### src/rtl/dmem_arbiter.sv
// dmem_arbiter
//   Shares the single data-memory port between the pipeline memory stage
//   (port A) and the debug/program-loader port (port B). Stores complete in
//   the issue cycle. A load keeps the port for MEM_LAT cycles, then pulses
//   the owner's rvalid. B gets priority over A once it has been denied
//   MAX_WAIT consecutive cycles.
//
// Ports
//   clk, srst                    clock, synchronous active-high reset
//   a_req/a_we/a_addr/a_wdata    pipeline request (held until done)
//   a_rdata/a_rvalid             pipeline load data and valid pulse
//   stall_m                      freezes the pipeline through the memory stage
//   b_req/b_we/b_addr/b_wdata    debug/loader request (held until done)
//   b_gnt                        one-cycle pulse on the B issue cycle
//   b_rdata/b_rvalid             debug/loader load data and valid pulse
//   mem_we/mem_addr/mem_wd       data_memory control, address and write data
//   mem_rd                       data_memory read data
module dmem_arbiter #(
  parameter int ADDR_W   = 32,
  parameter int DATA_W   = 32,
  parameter int MEM_LAT  = 1,
  parameter int MAX_WAIT = 4
) (
  input  logic              clk,
  input  logic              srst,
  input  logic              a_req,
  input  logic              a_we,
  input  logic [ADDR_W-1:0] a_addr,
  input  logic [DATA_W-1:0] a_wdata,
  output logic [DATA_W-1:0] a_rdata,
  output logic              a_rvalid,
  output logic              stall_m,
  input  logic              b_req,
  input  logic              b_we,
  input  logic [ADDR_W-1:0] b_addr,
  input  logic [DATA_W-1:0] b_wdata,
  output logic              b_gnt,
  output logic [DATA_W-1:0] b_rdata,
  output logic              b_rvalid,
  output logic              mem_we,
  output logic [ADDR_W-1:0] mem_addr,
  output logic [DATA_W-1:0] mem_wd,
  input  logic [DATA_W-1:0] mem_rd
);

  localparam logic [1:0] LAT_INIT = 2'(MEM_LAT - 1);
  localparam logic [3:0] WAIT_MAX = 4'(MAX_WAIT);

  typedef enum logic {IDLE, WAIT} state_t;

  state_t            state;
  logic              owner;     // 1 = outstanding read belongs to B
  logic [1:0]        lat_cnt;
  logic [3:0]        wait_cnt;
  logic [ADDR_W-1:0] addr_q;    // last issued address, held while idle or waiting
  logic [DATA_W-1:0] wd_q;
  logic [DATA_W-1:0] a_rdata_q;
  logic [DATA_W-1:0] b_rdata_q;

  logic grant_a;
  logic grant_b;
  logic rd_done;

  // Arbitration: only in IDLE, suppressed while reset is asserted so the
  // memory port is quiet during the reset cycle.
  always_comb begin
    grant_a = 1'b0;
    grant_b = 1'b0;
    if (!srst && state == IDLE) begin
      if (b_req && (!a_req || wait_cnt == WAIT_MAX))
        grant_b = 1'b1;
      else if (a_req)
        grant_a = 1'b1;
    end
  end

  assign rd_done  = !srst && state == WAIT && lat_cnt == 2'd0;
  assign a_rvalid = rd_done & ~owner;
  assign b_rvalid = rd_done &  owner;
  assign b_gnt    = grant_b;

  assign mem_we   = (grant_a & a_we) | (grant_b & b_we);
  assign mem_addr = grant_a ? a_addr  : (grant_b ? b_addr  : addr_q);
  assign mem_wd   = grant_a ? a_wdata : (grant_b ? b_wdata : wd_q);

  // Read data passes straight through on the valid cycle, then holds.
  assign a_rdata  = a_rvalid ? mem_rd : a_rdata_q;
  assign b_rdata  = b_rvalid ? mem_rd : b_rdata_q;

  // An A store finishes in its grant cycle and an A load finishes on its
  // rvalid cycle; every other cycle with a_req high must stall.
  assign stall_m  = !srst & a_req & ~(grant_a & a_we) & ~a_rvalid;

  always_ff @(posedge clk) begin
    if (srst) begin
      state     <= IDLE;
      owner     <= 1'b0;
      lat_cnt   <= 2'd0;
      wait_cnt  <= 4'd0;
      addr_q    <= '0;
      wd_q      <= '0;
      a_rdata_q <= '0;
      b_rdata_q <= '0;
    end else begin
      if (grant_a || grant_b) begin
        addr_q <= mem_addr;
        wd_q   <= mem_wd;
      end
      if (a_rvalid)
        a_rdata_q <= mem_rd;
      if (b_rvalid)
        b_rdata_q <= mem_rd;

      // Starvation counter also runs while a read is outstanding.
      if (grant_b)
        wait_cnt <= 4'd0;
      else if (b_req && wait_cnt != WAIT_MAX)
        wait_cnt <= wait_cnt + 4'd1;

      case (state)
        IDLE: begin
          if ((grant_a && !a_we) || (grant_b && !b_we)) begin
            state   <= WAIT;
            owner   <= grant_b;
            lat_cnt <= LAT_INIT;
          end
        end
        WAIT: begin
          if (lat_cnt == 2'd0)
            state <= IDLE;
          else
            lat_cnt <= lat_cnt - 2'd1;
        end
      endcase
    end
  end

endmodule

### config.mk
export PLATFORM = sky130hd
export DESIGN_NAME = dmem_arbiter
export DESIGN_NICKNAME = d
export VERILOG_FILES = /design/src/rtl/dmem_arbiter.sv
export SDC_FILE = /design/constraint.sdc
export NUM_CORES = 1
export LEC_CHECK = 0
export CAP_MARGIN = 20
export CORE_UTILIZATION = 45
export CTS_CLUSTER_DIAMETER = 80
export CTS_CLUSTER_SIZE = 40
export DETAILED_ROUTE_END_ITERATION = 8
export HOLD_SLACK_MARGIN = 0.08
export PLACE_DENSITY = 0.91
export RECOVER_POWER = 100
export REMOVE_ABC_BUFFERS = 1
export SYNTH_ARGS = -nofsm -noshare
export SYNTH_HDL_FRONTEND = slang
export SYNTH_SLANG_ARGS = --single-unit
### constraint.sdc
create_clock -name clk -period 2.4 [get_ports clk]
set_clock_uncertainty 0.15 [all_clocks]
set_input_delay 0.24 -clock clk [delete_from_list [all_inputs] [get_ports clk]]
set_output_delay 0.24 -clock clk [all_outputs]
set_load 0.02 [all_outputs]
==> metrics <==
GRT Total Usage 38.05%; Nets 1414; Gate Count Post-Synth 867; routed vias/inst 6.353; grt total ovfl 0; full die area roughly 0.018 sq mm; Hold Fails Final Rpt 0; Starting Density 46.65%; Critical Path Start Type input pin; Reg-to-Reg End addr_q[11]; highest ir drop seen on vdd 0.5192 mV; initial DRC count 807; Seq cells post-synth 136; outcome complete, but fails checks; Syn. warnings 0; Post-synth EDFFs 0; sequential fraction of the synthesis area 34.70%; Die H 134.0 um; Seq. cell area 0.002730 sq mm; Avg WL per Cell 25.16 um; min-delay src srst; clock sink total 136; fmax ~380 MHz; HP Class input pin to flop; Reg-to-Reg Start wait_cnt[0]; row count 47; Die X between 100 and 150 um; layout cell share with drive strength beyond 1 40.54%; first-pass GRT wire length between 50000 and 60000 um; CP Capture Type primary output; Power Total 0.008004 W; ys async rst share 0%; gpl congestion 0.8785; worst path arrival time roughly 2.2 ns; Reg clk slew, reported paths about 0.060 ns; reg2reg setup slack -0.14 ns; H-tree Lvls 4; pwr/cell area 575.7 mW/mm^2; worst r2r path cells 9; RSZ-0062 raised after global routing yes; core box area 0.01682 sq mm; HPWL Detailed 19390 um; leak pwr a little under 6 nW; max capacitance violation total 0; Root Driver clkbuf_16; Tmin final 2.607 ns; Post-Syn Area a little under 0.008 sq mm; synth unique cells 47; Tcrit/Tclk final 108.6%; ys flop type dfxtp_1; Fillers 842; remaining antenna violation count 0; antenna cells 0; failing checks setup timing; Clock Latency Late Sink 0.42 ns; I/O Buffers 298; TritonRoute pass-1 iters 7; P&R area growth vs syn 77.20%; hold depth 3; WHS Endpoint wd_q[2]; critical path required time 2.01 ns; initial antenna violation count 1; Slew headroom 28.43%; final worst-path setup slack -0.2072 ns; CP Max Fanout 26; # IOs between 200 and 300; # DRC 0; Final Max Slew Viols 0; routed wire length 37180 um; number of global-route vias before repair 9622; Finish-stage setup viols 187; CTS Buffer Depth 2; Crit Path Class input pin to primary output; CTS tree yes; pin count of the biggest net entering global routing 62; Mapped Avg Cell Area 9.050 sq um; routed vias around 9400; Slew @ Worst Pin about 1.1 ns; cts bufs inserted 17; area occupied by multi-input gates 0.005256 sq mm; WHS 0.1738 ns
[worst max-delay path, stage by stage]
cell             delay, ns
clkdlybuf4s50_1       0.50
buf_4                 0.20
or2_2                 0.33
buf_12                0.18
buf_12                0.15
a21oi_1               0.35
a221oi_4              0.08
buf_6                 0.15
[timing repair]
item / in CTS / in global routing
gates resized for setup: 847 / 135
pin swaps: 29 / 36
setup buffers: 29 / 16
hold buffers: 1 / 0
endpoints found under the setup margin: 186 / 137
endpoints found under the hold margin: 1 / 0
cloned: 17 / 3
[layer usage]
layer	up-vias	GRT usage [%]	part of all wire [%]
li1	3965	-	-
met1	4481	41.18	35
met2	743	67.96	49
met3	201	9.902	10
met4	0	19.91	5.9
met5	-	0	0
[cell families (layout without fill, tap and decap cells)]
| logic type | count (synthesis) | in the layout | synth area share, % |
|---|---|---|---|
| flops | 136 | 136 | 34.70 |
| mux | 64 | 64 | 10.52 |
| compound gates | 276 | 276 | 31.10 |
| buf+inv | 166 | 556 | 9.105 |
| simple gates | 222 | 223 | 14.10 |
| fa+ha+maj | 3 | 3 | 0.4784 |
[layout by cell type, fill, tap and decap left out, types with 2 or more instances in the layout]
| master | n |
|---|---|
| a2111oi_1 | 4 |
| a2111oi_2 | 60 |
| a211oi_1 | 67 |
| a21oi_1 | 64 |
| a21oi_2 | 7 |
| a221oi_2 | 33 |
| a221oi_4 | 30 |
| and2_0 | 5 |
| and2_1 | 59 |
| buf_12 | 22 |
| buf_16 | 12 |
| buf_2 | 22 |
| buf_4 | 122 |
| buf_6 | 94 |
| buf_8 | 7 |
| bufinv_16 | 3 |
| clkbuf_16 | 21 |
| clkdlybuf4s50_1 | 164 |
| clkinvlp_4 | 3 |
| dfxtp_1 | 132 |
| dfxtp_2 | 3 |
| ha_4 | 2 |
| inv_1 | 69 |
| inv_2 | 3 |
| inv_6 | 5 |
| inv_8 | 2 |
| mux2_1 | 23 |
| mux2_2 | 16 |
| mux2_4 | 25 |
| nand2_1 | 2 |
| nand3_1 | 3 |
| nand4b_4 | 2 |
| nor2_1 | 131 |
| nor2_4 | 3 |
| o21ai_0 | 2 |
| or3_1 | 2 |
[cell usage after synthesis, types with 28 or more instances]
master | number | area (sq um)
mux2_4 | 28 | 420.4
mux2_2 | 36 | 405.4
dfxtp_1 | 136 | 2723
inv_1 | 73 | 274.0
a221oi_1 | 64 | 560.5
clkbuf_1 | 44 | 165.2
a211oi_1 | 67 | 503.0
and2_1 | 64 | 400.4
a21oi_1 | 71 | 355.3
nor2_1 | 131 | 491.7
buf_2 | 36 | 180.2
a2111oi_2 | 60 | 900.9
[sequential cells by signal (all words and copies together), names as in the netlist]
register / flops
a_rdata_q: 32
addr_q: 32
b_rdata_q: 32
wd_q: 32
wait_cnt: 4
lat_cnt: 2
owner: 1
state: 1
[power breakdown]
part           switching (W)  internal [W]  total, W  leakage, nW
combinational        0.00144       0.00129   0.00274         4.39
clock                0.00115       0.00170   0.00284        0.298
sequential         0.0000494       0.00238   0.00243         1.11
[worst max path at each step]
stage / start / endpoint / slack, ns / cells past startpoint
2_1_floorplan: state / mem_addr[0] / -1.79 / 3
3_3_place_gp: b_req / mem_addr[17] / -0.48 / 6
3_5_place_dp: b_req / mem_addr[8] / -0.51 / 6
4_1_cts: wait_cnt[1] / mem_wd[9] / -0.15 / 10
5_1_grt: wait_cnt[0] / mem_addr[16] / -0.40 / 9
6_report: b_req / mem_wd[29] / -0.21 / 8
[layout make-up]
cell class / instances / area share (%)
Clock inverter: 14 / 1.350
Inverter: 73 / 1.989
Sequential cell: 136 / 19.64
Tap cell: 220 / 1.980
Clock buffer: 18 / 3.159
Timing Repair Buffer: 451 / 34.08
Multi-Input combinational cell: 566 / 37.81
[through the flow]
step / TNS [ns] / utilization [%] / cells / cell area, sq um / setup WS [ns]
after global routing: -21.97 / 82.67 / 1478 / 13900 / -0.4014
after CTS: -3.414 / 79.97 / 1468 / 13450 / -0.1525
after global placement: -38.38 / 68.99 / 1390 / 11600 / -0.4772
after floorplan: -392.68 / - / 774 / 7406 / -1.790
after detailed placement: -41.54 / 68.99 / 1390 / 11600 / -0.5069
final: -14.02 / 82.67 / 1478 / 13900 / -0.2072
Note: power is estimated with default switching activity, not from simulation.
